[config.mk]
export PLATFORM = sky130hd
export DESIGN_NAME = fsm_tx
export DESIGN_NICKNAME = d
export VERILOG_FILES = /design/src/rtl/fsm_pkg.sv /design/src/rtl/fsm_tx_interval.sv /design/src/rtl/fsm_tx.sv
export SDC_FILE = /design/constraint.sdc
export NUM_CORES = 1
export LEC_CHECK = 0
export ABC_AREA = 1
export CAP_MARGIN = 20
export CORE_MARGIN = 1.5
export CORE_UTILIZATION = 55
export CTS_BUF_LIST = sky130_fd_sc_hd__clkbuf_4
export CTS_CLUSTER_SIZE = 40
export DETAILED_ROUTE_END_ITERATION = 10
export DONT_BUFFER_PORTS = 1
export GPL_TIMING_DRIVEN = 0
export PLACE_DENSITY = 0.74
export SLEW_MARGIN = 10
export SYNTH_ARGS = -nofsm -noshare
export SYNTH_HDL_FRONTEND = slang
export SYNTH_HIERARCHICAL = 1
export SYNTH_SLANG_ARGS = --single-unit
[constraint.sdc]
create_clock -name CLK_IN -period 6.1 [get_ports CLK_IN]
set_clock_uncertainty 0.2 [all_clocks]
set_input_delay 1.83 -clock CLK_IN [delete_from_list [all_inputs] [get_ports CLK_IN]]
set_output_delay 1.83 -clock CLK_IN [all_outputs]
set_load 0.03 [all_outputs]
[src/rtl/fsm_pkg.sv]
// -----------------------------------------------------------------------------
// fsm_pkg
// Shared definitions for the single-wire pulse protocol (transmit and receive).
//   fsm_state_t   : state encoding, also decoded by the receiver's debug LEDs
//   NUM_SYNC      : pulses in the sync preamble
//   NUM_META_BITS : duration-encoded metadata bits per frame
//   fsm_max()     : elaboration-time helper for sizing counters
// -----------------------------------------------------------------------------
package fsm_pkg;

    typedef enum logic [3:0] {
        ST_IDLE       = 4'd0,
        ST_SYNC       = 4'd1,
        ST_META_START = 4'd2,
        ST_BIT_A      = 4'd3,
        ST_BIT_B      = 4'd4,
        ST_SCAN_START = 4'd5,
        ST_SCAN       = 4'd6,
        ST_DONE       = 4'd7
    } fsm_state_t;

    localparam int NUM_SYNC      = 3;
    localparam int NUM_META_BITS = 4;

    function automatic int fsm_max(input int a, input int b);
        return (a > b) ? a : b;
    endfunction

endpackage

[src/rtl/fsm_tx_interval.sv]
// -----------------------------------------------------------------------------
// fsm_tx_interval
// Loadable down-counter that raises o_expire for one cycle exactly
// i_ticks*CLKS_PER_TICK clocks after the load edge. One instance is reused for
// every gap in the frame.
//   CLK_IN   : clock
//   rst_n    : asynchronous active-low reset
//   i_clear  : stop counting (priority over load)
//   i_load   : start a new interval of i_ticks ticks (restarts a running one)
//   i_ticks  : interval length in ticks, must be >= 1
//   o_expire : one-cycle strobe in the last clock of the interval
// -----------------------------------------------------------------------------
module fsm_tx_interval
    import fsm_pkg::*;
#(
    parameter int CLKS_PER_TICK = 1000,
    parameter int MAX_TICKS     = 3,
    localparam int TW = $clog2(MAX_TICKS + 1),
    localparam int CW = $clog2(MAX_TICKS * CLKS_PER_TICK + 1)
) (
    input  logic          CLK_IN,
    input  logic          rst_n,
    input  logic          i_clear,
    input  logic          i_load,
    input  logic [TW-1:0] i_ticks,
    output logic          o_expire
);

    logic [CW-1:0] r_cnt;
    logic          r_run;
    logic [CW-1:0] w_load_val;

    // Loading N-1 makes the strobe land in the cycle before the next pulse
    // edge, so consecutive pulse-high cycles are exactly N clocks apart.
    assign w_load_val = CW'(i_ticks) * CW'(CLKS_PER_TICK) - CW'(1);

    always_ff @(posedge CLK_IN or negedge rst_n) begin
        if (!rst_n) begin
            r_cnt <= '0;
            r_run <= 1'b0;
        end else if (i_clear) begin
            r_cnt <= '0;
            r_run <= 1'b0;
        end else if (i_load) begin
            r_cnt <= w_load_val;
            r_run <= 1'b1;
        end else if (r_run) begin
            if (r_cnt == '0) begin
                r_run <= 1'b0;
            end else begin
                r_cnt <= r_cnt - CW'(1);
            end
        end
    end

    assign o_expire = r_run && (r_cnt == '0);

endmodule

[src/rtl/fsm_tx.sv]
// -----------------------------------------------------------------------------
// fsm_tx
// Transmit side of the single-wire pulse protocol. A frame is:
//   3 sync pulses, metadata start pulse, 4 duration-coded bits (2 pulses each,
//   LSB first), scan start pulse, then scan_halves alternating scan pulses.
// Every pulse is one CLK_IN cycle high; gaps are counted from pulse to pulse.
//   CLK_IN      : system clock
//   rst_n       : asynchronous active-low reset
//   start       : frame request, accepted only in IDLE (abort wins over it)
//   meta        : metadata nibble, latched when start is accepted
//   scan_halves : scan pulse count, latched when start is accepted
//   abort       : drop the current frame on the next edge, no done strobe
//   DATA_OUT    : pulse line to the receiver
//   busy        : frame in progress (first pulse through last pulse)
//   done        : one-cycle strobe the cycle after the last pulse
//   phase       : 0 = SendPos, 1 = SendNeg, as the receiver tracks it
//   state_dbg   : current state encoding
// -----------------------------------------------------------------------------
module fsm_tx
    import fsm_pkg::*;
#(
    parameter int CLKS_PER_TICK = 1000,
    parameter int SYNC_GAP      = 2,
    parameter int META_GAP      = 3,
    parameter int SHORT_T       = 1,
    parameter int LONG_T        = 3,
    parameter int SCAN_HALF     = 2
) (
    input  logic       CLK_IN,
    input  logic       rst_n,
    input  logic       start,
    input  logic [3:0] meta,
    input  logic [7:0] scan_halves,
    input  logic       abort,
    output logic       DATA_OUT,
    output logic       busy,
    output logic       done,
    output logic       phase,
    output logic [3:0] state_dbg
);

    localparam int MAX_TICKS = fsm_max(fsm_max(SYNC_GAP, META_GAP),
                                       fsm_max(LONG_T, SCAN_HALF));
    localparam int TW = $clog2(MAX_TICKS + 1);

    fsm_state_t r_state;
    logic       r_data_out;
    logic       r_busy;
    logic       r_done;
    logic       r_phase;
    logic       r_fin;          // last pulse sent, DONE follows next edge
    logic [3:0] r_meta;
    logic [7:0] r_scan_halves;
    logic [7:0] r_scan_cnt;
    logic [1:0] r_sync_cnt;
    logic [1:0] r_bit_idx;

    logic          w_abort;
    logic          w_expire;
    logic          w_pulse;
    logic          w_load;
    logic [TW-1:0] w_ticks;
    logic [1:0]    w_bit_next;
    logic [7:0]    w_scan_next;

    assign w_abort     = abort && (r_state != ST_IDLE);
    assign w_bit_next  = r_bit_idx + 2'd1;
    assign w_scan_next = r_scan_cnt + 8'd1;

    // Pulse and next-gap decode. A pulse always restarts the interval with
    // the gap to the following pulse; the final pulse loads nothing.
    always_comb begin
        w_pulse = 1'b0;
        w_load  = 1'b0;
        w_ticks = '0;
        if (!w_abort) begin
            case (r_state)
                ST_IDLE: begin
                    if (start && !abort) begin
                        w_pulse = 1'b1;
                        w_load  = 1'b1;
                        w_ticks = TW'(SYNC_GAP);
                    end
                end
                ST_SYNC: begin
                    if (w_expire) begin
                        w_pulse = 1'b1;
                        w_load  = 1'b1;
                        w_ticks = (r_sync_cnt == 2'(NUM_SYNC - 1)) ? TW'(META_GAP)
                                                                  : TW'(SYNC_GAP);
                    end
                end
                ST_META_START: begin
                    if (w_expire) begin
                        w_pulse = 1'b1;
                        w_load  = 1'b1;
                        w_ticks = r_meta[0] ? TW'(LONG_T) : TW'(SHORT_T);
                    end
                end
                ST_BIT_A: begin
                    if (w_expire) begin
                        w_pulse = 1'b1;
                        w_load  = 1'b1;
                        w_ticks = r_meta[r_bit_idx] ? TW'(SHORT_T) : TW'(LONG_T);
                    end
                end
                ST_BIT_B: begin
                    if (w_expire) begin
                        w_pulse = 1'b1;
                        w_load  = 1'b1;
                        if (r_bit_idx == 2'(NUM_META_BITS - 1)) begin
                            w_ticks = TW'(META_GAP);
                        end else begin
                            w_ticks = r_meta[w_bit_next] ? TW'(LONG_T) : TW'(SHORT_T);
                        end
                    end
                end
                ST_SCAN_START: begin
                    if (w_expire) begin
                        w_pulse = 1'b1;
                        w_load  = (r_scan_halves != 8'd0);
                        w_ticks = TW'(SCAN_HALF);
                    end
                end
                ST_SCAN: begin
                    if (w_expire) begin
                        w_pulse = 1'b1;
                        w_load  = (w_scan_next != r_scan_halves);
                        w_ticks = TW'(SCAN_HALF);
                    end
                end
                default: ;
            endcase
        end
    end

    fsm_tx_interval #(
        .CLKS_PER_TICK (CLKS_PER_TICK),
        .MAX_TICKS     (MAX_TICKS)
    ) u_interval (
        .CLK_IN   (CLK_IN),
        .rst_n    (rst_n),
        .i_clear  (w_abort),
        .i_load   (w_load),
        .i_ticks  (w_ticks),
        .o_expire (w_expire)
    );

    always_ff @(posedge CLK_IN or negedge rst_n) begin
        if (!rst_n) begin
            r_state       <= ST_IDLE;
            r_data_out    <= 1'b0;
            r_busy        <= 1'b0;
            r_done        <= 1'b0;
            r_phase       <= 1'b0;
            r_fin         <= 1'b0;
            r_meta        <= '0;
            r_scan_halves <= '0;
            r_scan_cnt    <= '0;
            r_sync_cnt    <= '0;
            r_bit_idx     <= '0;
        end else begin
            r_data_out <= w_pulse;
            r_done     <= 1'b0;
            if (w_abort) begin
                r_state <= ST_IDLE;
                r_busy  <= 1'b0;
                r_phase <= 1'b0;
                r_fin   <= 1'b0;
            end else begin
                case (r_state)
                    ST_IDLE: begin
                        if (start && !abort) begin
                            r_meta        <= meta;
                            r_scan_halves <= scan_halves;
                            r_busy        <= 1'b1;
                            r_phase       <= 1'b0;
                            r_fin         <= 1'b0;
                            r_sync_cnt    <= 2'd1;   // P0 goes out on this edge
                            r_state       <= ST_SYNC;
                        end
                    end
                    ST_SYNC: begin
                        if (w_expire) begin
                            if (r_sync_cnt == 2'(NUM_SYNC - 1)) begin
                                r_state <= ST_META_START;
                            end else begin
                                r_sync_cnt <= r_sync_cnt + 2'd1;
                            end
                        end
                    end
                    ST_META_START: begin
                        if (w_expire) begin
                            r_bit_idx <= 2'd0;
                            r_state   <= ST_BIT_A;
                        end
                    end
                    ST_BIT_A: begin
                        if (w_expire) begin
                            r_state <= ST_BIT_B;
                        end
                    end
                    ST_BIT_B: begin
                        if (w_expire) begin
                            // Index wraps back to 0 as the bit field completes.
                            r_bit_idx <= w_bit_next;
                            if (r_bit_idx == 2'(NUM_META_BITS - 1)) begin
                                r_state <= ST_SCAN_START;
                            end else begin
                                r_state <= ST_BIT_A;
                            end
                        end
                    end
                    ST_SCAN_START: begin
                        if (r_fin) begin
                            r_fin   <= 1'b0;
                            r_busy  <= 1'b0;
                            r_done  <= 1'b1;
                            r_state <= ST_DONE;
                        end else if (w_expire) begin
                            r_phase    <= 1'b0;
                            r_scan_cnt <= 8'd0;
                            if (r_scan_halves == 8'd0) begin
                                r_fin <= 1'b1;
                            end else begin
                                r_state <= ST_SCAN;
                            end
                        end
                    end
                    ST_SCAN: begin
                        if (r_fin) begin
                            r_fin   <= 1'b0;
                            r_busy  <= 1'b0;
                            r_done  <= 1'b1;
                            r_state <= ST_DONE;
                        end else if (w_expire) begin
                            r_phase    <= ~r_phase;
                            r_scan_cnt <= w_scan_next;
                            if (w_scan_next == r_scan_halves) begin
                                r_fin <= 1'b1;
                            end
                        end
                    end
                    ST_DONE: begin
                        // start is ignored here; frames begin from IDLE only.
                        r_state <= ST_IDLE;
                    end
                    default: begin
                        r_state <= ST_IDLE;
                        r_busy  <= 1'b0;
                    end
                endcase
            end
        end
    end

    assign DATA_OUT  = r_data_out;
    assign busy      = r_busy;
    assign done      = r_done;
    assign phase     = r_phase;
    assign state_dbg = r_state;

endmodule

==> impl_summary.log <==
INFO  metric floorplan.core_area = 5140 um^2
INFO  metric timing_worst_setup_path_type = input port to register
INFO  metric synth_most_common_cell = sky130_fd_sc_hd__nand2_1
INFO  metric fp.dieArea = between 5000 and 6000 um^2
INFO  metric combinationalPowerShare = 49.1%
INFO  metric post-cts-setup-buffer-count = 0
INFO  metric number_of_buffers_added_by_the_clock_tree_synthesis_step = 5
INFO  metric rows = 26
INFO  metric worst_setup_hold_path_clk_slew = roughly 0.12 ns
INFO  metric grt_max_degree = 46
INFO  metric first_global_vias = 2,673
INFO  metric wl_per_cell = 12.43 um
INFO  metric cts_root_buf = sky130_fd_sc_hd__clkbuf_4
INFO  metric synth.top_cells.by_area = sky130_fd_sc_hd__dfrtp_1, sky130_fd_sc_hd__nand2_1, sky130_fd_sc_hd__inv_1
INFO  metric share_seq_of_total_power = 37.5%
INFO  metric syn_avg_cell_area = 6.874 um^2
INFO  metric worst_hold_startpoint = r_sync_cnt[1]
INFO  metric tritoncts = done
INFO  metric synth.top_cell.area_share = approximately two fifths
INFO  metric detailedRoute.firstIterationViolations = 189
INFO  metric dp_hpwl = 4.876 mm
INFO  metric slew_violations = 0
INFO  metric h-tree-depth = 2
INFO  metric crit-reg2reg-launch = u_interval/r_cnt[8]
INFO  metric final_net_count = approximately 460
INFO  metric via_count = 2,706
INFO  metric clockBufferDepth = 2
INFO  metric status = completed
INFO  metric critical_path_arrival = 3.44 ns
INFO  metric globalplace.congestion = 0.8886
INFO  metric cts_hold_buffers = 0
INFO  metric drt_drc_violations_left = 0
INFO  metric dpl-instance-area = 3050 um^2
INFO  metric top_level_ports = 24
INFO  metric firstDrtPassIters = 4
INFO  metric final_design_area_no_fill = 3123 um^2
INFO  metric dominantRegCellSynth = sky130_fd_sc_hd__dfrtp_1
INFO  metric critical_path.startpoint_type = input port
INFO  metric grt_antenna_before_repair = 0
INFO  metric numPortBuffers = 0
INFO  metric cts_sinks = 45
INFO  metric ant_nets = 0
INFO  metric netSwitchingFraction = 47.54%
INFO  metric leakage = 1.686 nW
INFO  metric grt_pass1_wl = 11.43 mm
INFO  metric gr-total-overflow = 0
INFO  metric synthDominantAreaCellType = sky130_fd_sc_hd__dfrtp_1
INFO  metric post-route-period-util = 54.83%
INFO  metric post_cts_repair_resize_count = 0
INFO  metric finalHoldViolCount = 0
INFO  metric synth_top_cells_by_count = sky130_fd_sc_hd__nand2_1, sky130_fd_sc_hd__inv_1, sky130_fd_sc_hd__dfrtp_1
INFO  metric yosysSeqAreaShare = 38.01%
INFO  metric floorplan.initialDensity = a little under 60%
INFO  metric detail_route.vias_per_cell = 5.327
INFO  metric power.switching = 648.5 uW
INFO  metric power.density_cell_area = between 400 and 500 nW/um^2
INFO  metric layout-drive-gt1-share = about 7.5%
INFO  metric area_growth = 5.406%
INFO  metric synth_fp_nets = 456
INFO  metric ys_seq_elements = 45
INFO  metric internal_power = 715.8 uW
INFO  metric tns = 0 ns
INFO  metric synth.yosys.warnings = 6
INFO  metric number_of_enable_type_register_cells_in_the_synthesized_netlist = 0
INFO  metric rsz0062_at_grt = false
INFO  metric power.share.clock = 13.4%
INFO  metric die_w = 76.40 um
INFO  metric max_slew_margin = a little under three fifths
INFO  metric post_synth_inst_count = around 430
INFO  metric timing.critical_path.to_type = register
INFO  metric dieHeight = 76.40 um
INFO  metric utilization = 60.76%
INFO  metric tightest_slew = 0.6350 ns
INFO  metric hold_path.class = register to register
INFO  metric finalCriticalPeriod = 3.345 ns
INFO  metric ir_drop = 0.2157 mV
INFO  metric inserted_diodes = 0
INFO  metric async_reset_ff_share = between 90% and 100%
INFO  metric grt_util_all_layers = 23.94%
INFO  metric maxClockFrequency = 0.2990 GHz
INFO  metric timing.critical_path.fanout_max = 7
INFO  metric syn-cell-area = between 2000 and 3000 um^2
INFO  metric route.final.wire_length = 6.313 mm
INFO  metric cp_data_required_time = 6.20 ns
INFO  metric max_cap_viols = 0
INFO  metric worst_skew_pair.late_latency = 0.37 ns
INFO  metric number_of_failing_setup_endpoints_in_the_final_timing_report = 0
INFO  metric critical_path_startpoint = start
INFO  metric synth_cell_types = 35
-- power groups by stage --
stage	Clock (mW)	Sequential, mW	Combinational [mW]
after floorplan	0	0.494	0.548
after global placement	0	0.516	0.651
after detailed placement	0	0.518	0.669
after CTS	0.186	0.511	0.671
after global routing	0.198	0.527	0.781
final	0.183	0.511	0.670
-- cell type report --
type,instances,area [um^2]
clock buffer,5,37.54
multi-input combinational,317,1554
sequential,45,1126
tap,70,87.58
clock inverter,2,35.03
inverter,62,236.5
buffer,7,46.29
fill,515,2017
-- state kept, by name, indices dropped and copies added (netlist names) --
signal and count:
state_dbg 3, r_scan_cnt 8, r_bit_idx 2, u_interval/r_cnt 12
r_sync_cnt 2, r_scan_halves 8, u_interval/r_run 1, busy 1
DATA_OUT 1, r_fin 1, phase 1, done 1
r_meta 4
-- metrics by stage --
stage | instances | worst slack [ns] | hold WS, ns | power [mW]
after floorplan | 431 | 2.823 | 0.2557 | 1.042
after global placement | 501 | 2.387 | 0.2755 | 1.166
after detailed placement | 501 | 2.377 | 0.2792 | 1.187
after CTS | 508 | 2.759 | 0.3074 | 1.369
after global routing | 508 | 2.589 | 0.3366 | 1.506
final | 508 | 2.755 | 0.3002 | 1.364
-- path summary, 6_finish.rpt --
check                                 endpoint  slack, ns  cells past startpoint
min                              r_sync_cnt[1]       0.30                      2
min in group asynchronous     r_scan_halves[5]       0.93                      0
min reg2reg                      r_sync_cnt[1]       0.30                      2
max                        u_interval/r_cnt[4]       2.76                     10
max in group asynchronous         state_dbg[1]       4.66                      0
max reg2reg                u_interval/r_cnt[4]       3.08                     12
-- cells by family after synthesis --
kind of cell             count (synthesis)  synth area share [%]
AO/OA/AOI/OAI                           64                 11.82
XOR/XNOR                                 1                0.2957
adder cells (fa/ha/maj)                  9                 3.801
buffers and inverters                   69                 9.544
flip-flops                              45                 38.01
other                                    1                0.1266
AND/OR/NAND/NOR                        242                 36.40
-- critical path: stages --
cell	delay, ns
sky130_fd_sc_hd__inv_1	0.02
sky130_fd_sc_hd__nor2_1	0.08
sky130_fd_sc_hd__inv_1	0.08
sky130_fd_sc_hd__nor2_1	0.27
sky130_fd_sc_hd__inv_1	0.22
sky130_fd_sc_hd__nand2_1	0.28
sky130_fd_sc_hd__inv_1	0.15
sky130_fd_sc_hd__a21oi_2	0.33
sky130_fd_sc_hd__nand3_1	0.11
sky130_fd_sc_hd__nand2_1	0.08
-- metal layers --
layer | vias to the layer above | GRT usage (%) | wire [um]
met1 | 1260 | 30.75 | 2977
met5 | - | 0 | 0
met3 | 10 | 5.030 | 231
met2 | 50 | 39.55 | 3006
li1 | 1386 | - | -
met4 | 0 | 9.259 | 98
-- cells in the final DEF, fill, tap and decap left out --
cell,netlist,final
sky130_fd_sc_hd__a21oi_1,6,6
sky130_fd_sc_hd__a21oi_2,1,1
sky130_fd_sc_hd__a22oi_2,1,1
sky130_fd_sc_hd__a31oi_1,1,1
sky130_fd_sc_hd__buf_2,1,1
sky130_fd_sc_hd__buf_4,1,1
sky130_fd_sc_hd__buf_6,2,2
sky130_fd_sc_hd__bufinv_16,0,1
sky130_fd_sc_hd__clkbuf_1,3,3
sky130_fd_sc_hd__clkbuf_4,0,5
sky130_fd_sc_hd__clkinv_2,1,2
sky130_fd_sc_hd__conb_1,1,1
sky130_fd_sc_hd__dfrtp_1,45,45
sky130_fd_sc_hd__ha_1,9,9
sky130_fd_sc_hd__inv_1,59,59
sky130_fd_sc_hd__inv_2,1,1
sky130_fd_sc_hd__inv_4,1,1
sky130_fd_sc_hd__nand2_1,139,139
sky130_fd_sc_hd__nand2_2,4,4
sky130_fd_sc_hd__nand2_4,4,4
sky130_fd_sc_hd__nand3_1,43,43
sky130_fd_sc_hd__nand4_1,4,4
sky130_fd_sc_hd__nor2_1,34,34
sky130_fd_sc_hd__nor2_2,3,3
sky130_fd_sc_hd__nor2_4,3,3
sky130_fd_sc_hd__nor2_8,1,1
sky130_fd_sc_hd__nor3_1,4,4
sky130_fd_sc_hd__nor3_2,1,1
sky130_fd_sc_hd__nor3b_1,1,1
sky130_fd_sc_hd__o211ai_1,1,1
sky130_fd_sc_hd__o21ai_0,38,38
sky130_fd_sc_hd__o21ai_1,9,9
sky130_fd_sc_hd__o21bai_1,2,2
sky130_fd_sc_hd__o22ai_1,2,2
sky130_fd_sc_hd__o31ai_1,3,3
sky130_fd_sc_hd__or2_4,1,1
sky130_fd_sc_hd__xor2_1,1,1
No activity file was read; power rests on OpenSTA's default activity.
